[config.mk]
export PLATFORM = sky130hd
export DESIGN_NAME = ace_ccu_snoop_resp_pipe
export DESIGN_NICKNAME = d
export VERILOG_FILES = /design/src/rtl/ace_ccu_snoop_resp_pipe.sv
export SDC_FILE = /design/constraint.sdc
export NUM_CORES = 1
export LEC_CHECK = 0
export ABC_AREA = 1
export ABC_CLOCK_PERIOD_IN_PS = 3900
export CAP_MARGIN = 15
export CORE_MARGIN = 1.5
export CORE_UTILIZATION = 49
export DETAILED_ROUTE_END_ITERATION = 10
export GPL_ROUTABILITY_DRIVEN = 0
export PLACE_DENSITY = 0.8
export SLEW_MARGIN = 30
export SYNTH_ARGS = -nofsm -noshare
export SYNTH_HDL_FRONTEND = slang
export SYNTH_HIERARCHICAL = 1
export SYNTH_SLANG_ARGS = --single-unit
[constraint.sdc]
create_clock -name clk_i -period 3.9 [get_ports clk_i]
set_input_delay 0.585 -clock clk_i [delete_from_list [all_inputs] [get_ports clk_i]]
set_output_delay 0.585 -clock clk_i [all_outputs]
set_load 0.05 [all_outputs]
[src/rtl/ace_ccu_snoop_resp_pipe.sv]
// ace_ccu_snoop_resp_pipe: multi-outstanding snoop response combiner.
// Queues snoop masks and merges each transaction's CR responses in order.
// It then forwards one responder's CD burst and drains all other CD bursts.
// Optional feature macro: ACE_CCU_SNOOP_RESP_DIRTY_PRIO_EN
//   (prefer PassDirty responders).
// Ports:
//   clk_i, rst_i            clock, async active-high reset
//   oup_sel_*               mask of masters snooped by a new transaction
//   cr_valids_i/readies_o   per-master CR, cr_chans_i packed 5 bits/master
//                           {WasUnique,IsShared,PassDirty,Error,DataTransfer}
//   cd_valids_i/readies_o   per-master CD, cd_chans_i packed CdW bits/master,
//                           bit 0 = last
//   cr_*_o / cr_ready_i     merged CR towards the CCU
//   cd_*_o / cd_ready_i     forwarded CD towards the CCU
//   trans_cnt_o             transactions accepted and not yet retired

module ace_ccu_snoop_resp_pipe_fifo #(
    parameter int W     = 1,
    parameter int Depth = 4
) (
    input  logic         clk_i,
    input  logic         rst_i,
    input  logic         push_i,
    input  logic [W-1:0] data_i,
    input  logic         pop_i,
    output logic [W-1:0] data_o,
    output logic         empty_o,
    output logic         full_o
);
    localparam int AW = (Depth > 1) ? $clog2(Depth) : 1;
    localparam int CW = $clog2(Depth + 1);

    logic [W-1:0]  r_mem [Depth];
    logic [AW-1:0] r_wp;
    logic [AW-1:0] r_rp;
    logic [CW-1:0] r_cnt;

    function automatic logic [AW-1:0] ptr_inc(input logic [AW-1:0] p);
        return (p == AW'(Depth - 1)) ? '0 : p + 1'b1;
    endfunction

    assign empty_o = (r_cnt == '0);
    assign full_o  = (r_cnt == CW'(Depth));
    assign data_o  = r_mem[r_rp];

    always_ff @(posedge clk_i) begin
        if (push_i) r_mem[r_wp] <= data_i;
    end

    always_ff @(posedge clk_i or posedge rst_i) begin
        if (rst_i) begin
            r_wp  <= '0;
            r_rp  <= '0;
            r_cnt <= '0;
        end else begin
            if (push_i) r_wp <= ptr_inc(r_wp);
            if (pop_i)  r_rp <= ptr_inc(r_rp);
            if (push_i && !pop_i)      r_cnt <= r_cnt + 1'b1;
            else if (!push_i && pop_i) r_cnt <= r_cnt - 1'b1;
        end
    end
endmodule

module ace_ccu_snoop_resp_pipe #(
    parameter int NumOup   = 2,
    parameter int MaxTrans = 4,
    parameter int CdW      = 9
) (
    input  logic                        clk_i,
    input  logic                        rst_i,
    input  logic [NumOup-1:0]           oup_sel_i,
    input  logic                        oup_sel_valid_i,
    output logic                        oup_sel_ready_o,
    input  logic [NumOup-1:0]           cr_valids_i,
    output logic [NumOup-1:0]           cr_readies_o,
    input  logic [NumOup*5-1:0]         cr_chans_i,
    input  logic [NumOup-1:0]           cd_valids_i,
    output logic [NumOup-1:0]           cd_readies_o,
    input  logic [NumOup*CdW-1:0]       cd_chans_i,
    output logic                        cr_valid_o,
    input  logic                        cr_ready_i,
    output logic [4:0]                  cr_chan_o,
    output logic                        cd_valid_o,
    input  logic                        cd_ready_i,
    output logic [CdW-1:0]              cd_chan_o,
    output logic [$clog2(MaxTrans+1)-1:0] trans_cnt_o
);
    localparam int CrW  = 5;
    localparam int FW   = (NumOup > 1) ? $clog2(NumOup) : 1;
    localparam int CntW = $clog2(MaxTrans + 1);
`ifdef ACE_CCU_SNOOP_RESP_DIRTY_PRIO_EN
    localparam int QW = 2 * NumOup;
`else
    localparam int QW = NumOup;
`endif

    typedef enum logic [1:0] {
        S_IDLE,
        S_SELECT,
        S_STREAM
    } state_e;

    // Sel queue
    logic              w_sq_push;
    logic              w_sq_pop;
    logic [NumOup-1:0] w_sq_head;
    logic              w_sq_empty;
    logic              w_sq_full;

    // CD queue
    logic              w_cq_push;
    logic              w_cq_pop;
    logic [QW-1:0]     w_cq_in;
    logic [QW-1:0]     w_cq_head;
    logic              w_cq_empty;
    logic              w_cq_full;
    logic [NumOup-1:0] w_cq_d;

    // CR merge
    logic [NumOup-1:0] w_m;
    logic              w_all_vld;
    logic [CrW-1:0]    w_cr_or;
    logic [NumOup-1:0] w_dt;
`ifdef ACE_CCU_SNOOP_RESP_DIRTY_PRIO_EN
    logic [NumOup-1:0] w_pd;
    logic [NumOup-1:0] w_cq_p;
`endif

    // CD FSM
    state_e            r_state;
    state_e            w_state_nxt;
    logic [FW-1:0]     r_first;
    logic [NumOup-1:0] r_done;
    logic [NumOup-1:0] w_cand;
    logic [FW-1:0]     w_pick;
    logic              w_pick_vld;
    logic              w_busy;
    logic              w_fwd;
    logic [FW-1:0]     w_fsel;
    logic [NumOup-1:0] w_last_hs;
    logic [NumOup-1:0] w_done_nxt;
    logic              w_all_done;

    logic [CntW-1:0]   r_cnt;

    ace_ccu_snoop_resp_pipe_fifo #(
        .W     (NumOup),
        .Depth (MaxTrans)
    ) u_sq (
        .clk_i   (clk_i),
        .rst_i   (rst_i),
        .push_i  (w_sq_push),
        .data_i  (oup_sel_i),
        .pop_i   (w_sq_pop),
        .data_o  (w_sq_head),
        .empty_o (w_sq_empty),
        .full_o  (w_sq_full)
    );

    ace_ccu_snoop_resp_pipe_fifo #(
        .W     (QW),
        .Depth (MaxTrans)
    ) u_cq (
        .clk_i   (clk_i),
        .rst_i   (rst_i),
        .push_i  (w_cq_push),
        .data_i  (w_cq_in),
        .pop_i   (w_cq_pop),
        .data_o  (w_cq_head),
        .empty_o (w_cq_empty),
        .full_o  (w_cq_full)
    );

    assign oup_sel_ready_o = !w_sq_full;
    assign w_sq_push       = oup_sel_valid_i && !w_sq_full;

    // An empty SQ is treated as a zero mask so no CR ready leaks out.
    assign w_m = w_sq_empty ? '0 : w_sq_head;

    always_comb begin
        w_all_vld = 1'b1;
        w_cr_or   = '0;
        w_dt      = '0;
`ifdef ACE_CCU_SNOOP_RESP_DIRTY_PRIO_EN
        w_pd      = '0;
`endif
        for (int j = 0; j < NumOup; j++) begin
            w_all_vld = w_all_vld & (cr_valids_i[j] | ~w_m[j]);
            w_cr_or   = w_cr_or |
                        ({CrW{w_m[j]}} & cr_chans_i[j*CrW +: CrW]);
            w_dt[j]   = w_m[j] & cr_chans_i[j*CrW];
`ifdef ACE_CCU_SNOOP_RESP_DIRTY_PRIO_EN
            w_pd[j]   = w_m[j] & cr_chans_i[j*CrW + 2];
`endif
        end
    end

    assign cr_valid_o   = !w_sq_empty && !w_cq_full && w_all_vld;
    assign cr_chan_o    = w_cr_or;
    assign cr_readies_o = w_m & {NumOup{cr_valid_o & cr_ready_i}};
    assign w_sq_pop     = cr_valid_o && cr_ready_i;
    assign w_cq_push    = w_sq_pop;

`ifdef ACE_CCU_SNOOP_RESP_DIRTY_PRIO_EN
    assign w_cq_in = {w_pd, w_dt};
    assign w_cq_d  = w_cq_head[NumOup-1:0];
    assign w_cq_p  = w_cq_head[2*NumOup-1:NumOup];
`else
    assign w_cq_in = w_dt;
    assign w_cq_d  = w_cq_head;
`endif

    // First-responder candidates; dirty holders win when present.
    always_comb begin
        w_cand = w_cq_d & cd_valids_i;
`ifdef ACE_CCU_SNOOP_RESP_DIRTY_PRIO_EN
        if ((w_cq_p & w_cq_d) != '0) w_cand = w_cq_p & w_cq_d & cd_valids_i;
`endif
        w_pick = '0;
        for (int j = NumOup - 1; j >= 0; j--) begin
            if (w_cand[j]) w_pick = FW'(j);
        end
        w_pick_vld = |w_cand;
    end

    assign w_busy = (r_state == S_SELECT) || (r_state == S_STREAM);
    assign w_fwd  = (r_state == S_STREAM) ||
                    ((r_state == S_SELECT) && w_pick_vld);
    assign w_fsel = (r_state == S_STREAM) ? r_first : w_pick;

    assign w_last_hs  = cd_valids_i & cd_readies_o & lasts(cd_chans_i);
    assign w_done_nxt = r_done | w_last_hs;
    assign w_all_done = w_busy && (w_done_nxt == w_cq_d);

    function automatic logic [NumOup-1:0] lasts(
        input logic [NumOup*CdW-1:0] c
    );
        logic [NumOup-1:0] l;
        for (int j = 0; j < NumOup; j++) l[j] = c[j*CdW];
        return l;
    endfunction

    // State register
    always_ff @(posedge clk_i or posedge rst_i) begin
        if (rst_i) begin
            r_state <= S_IDLE;
            r_first <= '0;
            r_done  <= '0;
        end else begin
            r_state <= w_state_nxt;
            if (r_state == S_SELECT && w_pick_vld) r_first <= w_pick;
            if (w_cq_pop)    r_done <= '0;
            else if (w_busy) r_done <= w_done_nxt;
        end
    end

    // Next state
    always_comb begin
        w_state_nxt = r_state;
        unique case (r_state)
            S_IDLE: begin
                if (!w_cq_empty && w_cq_d != '0) w_state_nxt = S_SELECT;
            end
            S_SELECT: begin
                if (w_all_done)      w_state_nxt = S_IDLE;
                else if (w_pick_vld) w_state_nxt = S_STREAM;
            end
            S_STREAM: begin
                if (w_all_done) w_state_nxt = S_IDLE;
            end
            default: w_state_nxt = S_IDLE;
        endcase
    end

    // Outputs. Finished masters get ready 0 so the next transaction's
    // burst is held off rather than swallowed.
    always_comb begin
        cd_readies_o = '0;
        cd_valid_o   = 1'b0;
        cd_chan_o    = '0;
        w_cq_pop     = 1'b0;
        if (w_busy) begin
            cd_readies_o = w_cq_d & ~r_done;
            if (w_fwd && !r_done[w_fsel]) begin
                cd_readies_o[w_fsel] = cd_ready_i;
                cd_valid_o           = cd_valids_i[w_fsel];
                cd_chan_o            = cd_chans_i[w_fsel*CdW +: CdW];
            end
            w_cq_pop = w_all_done;
        end else if (!w_cq_empty && w_cq_d == '0) begin
            w_cq_pop = 1'b1;
        end
    end

    always_ff @(posedge clk_i or posedge rst_i) begin
        if (rst_i) begin
            r_cnt <= '0;
        end else if (w_sq_push && !w_cq_pop) begin
            r_cnt <= r_cnt + 1'b1;
        end else if (!w_sq_push && w_cq_pop) begin
            r_cnt <= r_cnt - 1'b1;
        end
    end

    assign trans_cnt_o = r_cnt;
endmodule

==> out/metrics.csv <==
stage,metric,value,unit
logic_synthesis,Yosys top cell by area,dfrtp_1,
routing,DR WL/cell,11.1,um
power_and_ir_drop,switching power,1.56,mW
final_layout,share of layout cells above drive strength 1,9.23,%
logic_synthesis,Post-Syn Area,0.00243,mm^2
clock_network,CTS H-tree depth,2,
sta,fin crit share,90.9,%
clock_network,CTS Buf Count,5,
worst_setup_path,R2R Path End,u_cq/r_cnt[2],
clock_network,Clock Sinks,38,
clock_network,Clock transition at path regs,0.07,ns
sta,"Hold Vio Cnt, Final",0,
clock_network,# Post-CTS Setup Buffers,0,
logic_synthesis,Mapped Cells,309,
worst_setup_path,"setup slack, reg-to-reg",0.53,ns
logic_synthesis,sequential area share after synthesis,42.3,%
floorplanning,row count,25,
place,post-detail-place hpwl,4100,um
clock_network,hold_buf cts,0,
sta,actual slew at the worst max-slew pin,0.512,ns
routing,first-pass iteration count of the detailed router,4,
routing,Residual DRC,0,
sta,Worst slew margin,65.8,%
power_and_ir_drop,Flop pwr share,23.4,%
worst_setup_path,CP required,3.31,ns
power_and_ir_drop,power share of the clock group,9.3,%
logic_synthesis,unique cell type count in the Yosys netlist,27,
final_layout,fin util,67.7,%
sta,f_max,0.282,GHz
worst_setup_path,path depth of the worst reg2reg path,26,
final_layout,post-route insts no fill,446,
floorplanning,core area,0.00475,mm^2
grt,largest net degree at the start of global routing,15,
floorplanning,DIE HEIGHT,73.5,um
logic_synthesis,"EDFF count, synth",16,
routing,vias per inst,4.84,
place,I/O Buffers,62,
clock_network,CTS root buf,clkbuf_8,
floorplanning,Initial Util,51.2,%
final_layout,Seq. cell area,0.00103,mm^2
worst_setup_path,WS Path Type,reg2out,
worst_setup_path,"critical path fanouts, max",11,
min_path,hold endpoint,trans_cnt_o[2],
grt,GR Overflow Total,0,
floorplanning,num ports,63,
sta,RSZ-0062 raised after global routing,false,
sta,# setup viols final,0,
final_layout,Area Growth Syn to Fin,32.1,%
sta,Post-Route Skew,0.00373,ns
worst_setup_path,Critical R2R Launch,u_cq/r_rp[0],
final_layout,Multi-input gate area,0.00118,mm^2
logic_synthesis,Post-synth top cells,"96 x nand2_1, 54 x inv_1, 22 x dfrtp_1",
clock_network,maximum root-to-sink buffer count,2,
floorplanning,die area,0.00540,mm^2
logic_synthesis,YS warnings,6,
clock_network,CTS tree,built,
worst_setup_path,Critical Path Sink Type,primary output,
final_layout,nets,436,
grt,initial antenna violation count,0,
place,placed cells,438,
floorplanning,Horiz. Die Dim,73.5,um
power_and_ir_drop,Tot Pwr,2.99,mW
sta,max-slew violation count,0,
power_and_ir_drop,Internal,1.43,mW
power_and_ir_drop,Lkg Pwr,1.60,nW
place,Area after DPL,0.00312,mm^2
sta,min cycle time layout,3.55,ns
min_path,Worst Hold Depth,1,
clock_network,# resized after CTS,0,
routing,WL final,4970,um
grt,global-route wire length before repair,8020,um
min_path,Hold Crit Start,trans_cnt_o[2],
outcome,outcome,"finished, final reports clean",
power_and_ir_drop,Comb pwr share,67.3,%
routing,remaining antenna violation count,0,
final_layout,antenna cells,0,
logic_synthesis,mean post-synth cell area,7.88,um^2
logic_synthesis,top cell type's share of synthesized area,22.6,%
worst_setup_path,Critical Path AT,2.96,ns
min_path,class of the worst hold path,reg2reg,
final_layout,fin area,0.00322,mm^2
routing,routed vias,2160,
routing,starting DRC count in detailed routing,56,
grt,Total GRT Usage,19.3,%
sta,Final TNS setup,0,ns
final_layout,fillers,405,
job,Max Cap Viol,0,
logic_synthesis,asr flop ratio synth,57.9,%
power_and_ir_drop,Cell Pwr Density,929,mW/mm^2
logic_synthesis,"top cells by area, synth","dfrtp_1 23%, edfxtp_1 20%, nand2_1 15%",
clock_network,clk_lat worst skew,0.28,ns
grt,vias in the first global route,1918,
power_and_ir_drop,Sw Share,52.0,%
worst_setup_path,crit start category,flop,
logic_synthesis,"Top FF cell, synth",dfrtp_1,
logic_synthesis,syn nets,367,
power_and_ir_drop,Worst VDD drop,0.527,mV
logic_synthesis,most numerous cell in the Yosys netlist,nand2_1,
logic_synthesis,Synth Register Bits,38,
[power groups by stage]
stage               combinational (mW)  sequential (mW)  clock (mW)
detailed placement                2.02            0.709           0
global placement                  1.96            0.704           0
global route                      2.22            0.722       0.300
finish                            2.01            0.701       0.277
floorplan                         1.45            0.741           0
CTS                               2.03            0.701       0.284
[critical path, cell delays in order (launching register included)]
cell             delay [ns]
dfrtp_1                0.41
inv_2                  0.13
nand2_1                0.07
o211ai_1               0.08
nand2_1                0.18
nand2_1                0.13
inv_1                  0.06
nand2_1                0.07
nand2_1                0.05
nand2_1                0.25
nand2_1                0.14
a21oi_2                0.17
and2_1                 0.15
clkdlybuf4s50_1        0.80
[state kept, by name, summed over array words and instances, names as in the netlist]
signal,flops
r_done,2
r_first,1
r_state,2
trans_cnt_o,3
u_cq/r_cnt,3
u_cq/r_mem,8
u_cq/r_rp,2
u_cq/r_wp,2
u_sq/r_cnt,3
u_sq/r_mem,8
u_sq/r_rp,2
u_sq/r_wp,2
[stage by stage]
step / hold slack, ns / setup WS, ns
2_1_floorplan: 0.388 / 0.145
3_3_place_gp: 0.478 / 0.509
3_5_place_dp: 0.485 / 0.396
4_1_cts: 0.498 / 0.338
5_1_grt: 0.520 / 0.122
6_report: 0.493 / 0.353
[cell type report]
cell class | instances | share of cell area (%)
repair buffers | 64 | 19.0
flip-flops and latches | 38 | 32.0
inverters | 58 | 6.77
multi-input cells | 211 | 36.6
clock inverters | 2 | 0.389
clock buffers | 6 | 2.57
well taps | 67 | 2.61
[cells by family after synthesis]
group | share of synthesized area [%]
flops | 42.3
xor+xnor | 1.44
buf+inv | 9.25
compound gates | 8.89
simple gates | 26.9
mux | 0.462
fa+ha+maj | 10.7
[routing by layer]
layer | vias up | part of all wire, % | GRT usage, %
li1 | 1120 | - | -
met1 | 967 | 41 | 20.7
met2 | 64 | 50 | 36.0
met3 | 9 | 7.7 | 5.76
met4 | 0 | 1.5 | 5.97
met5 | - | 0 | 0
[worst max path at each step]
stage | startpoint | endpoint | slack, ns | cells past startpoint
global route | u_cq/r_rp[0] | cd_readies_o[0] | 0.12 | 13
floorplan | u_sq/r_cnt[0] | cr_readies_o[0] | 0.15 | 7
CTS | u_cq/r_rp[0] | cd_readies_o[0] | 0.34 | 13
global placement | cd_valids_i[0] | u_cq/r_cnt[2] | 0.51 | 22
finish | u_cq/r_rp[0] | cd_readies_o[0] | 0.35 | 13
detailed placement | cd_valids_i[0] | u_cq/r_cnt[2] | 0.40 | 22
[cell usage in the layout (no fill, tap or decap), drive strengths merged, types with 7 or more instances in the layout]
| cell type | n |
|---|---|
| clkdlybuf4s50 | 52 |
| nand2 | 100 |
| dfrtp | 22 |
| ha | 16 |
| nor2 | 15 |
| nor3 | 7 |
| nand3 | 22 |
| a21oi | 14 |
| o211ai | 8 |
| inv | 57 |
| o21ai | 11 |
| buf | 12 |
| edfxtp | 16 |
Note: power is estimated with default switching activity, not from simulation.
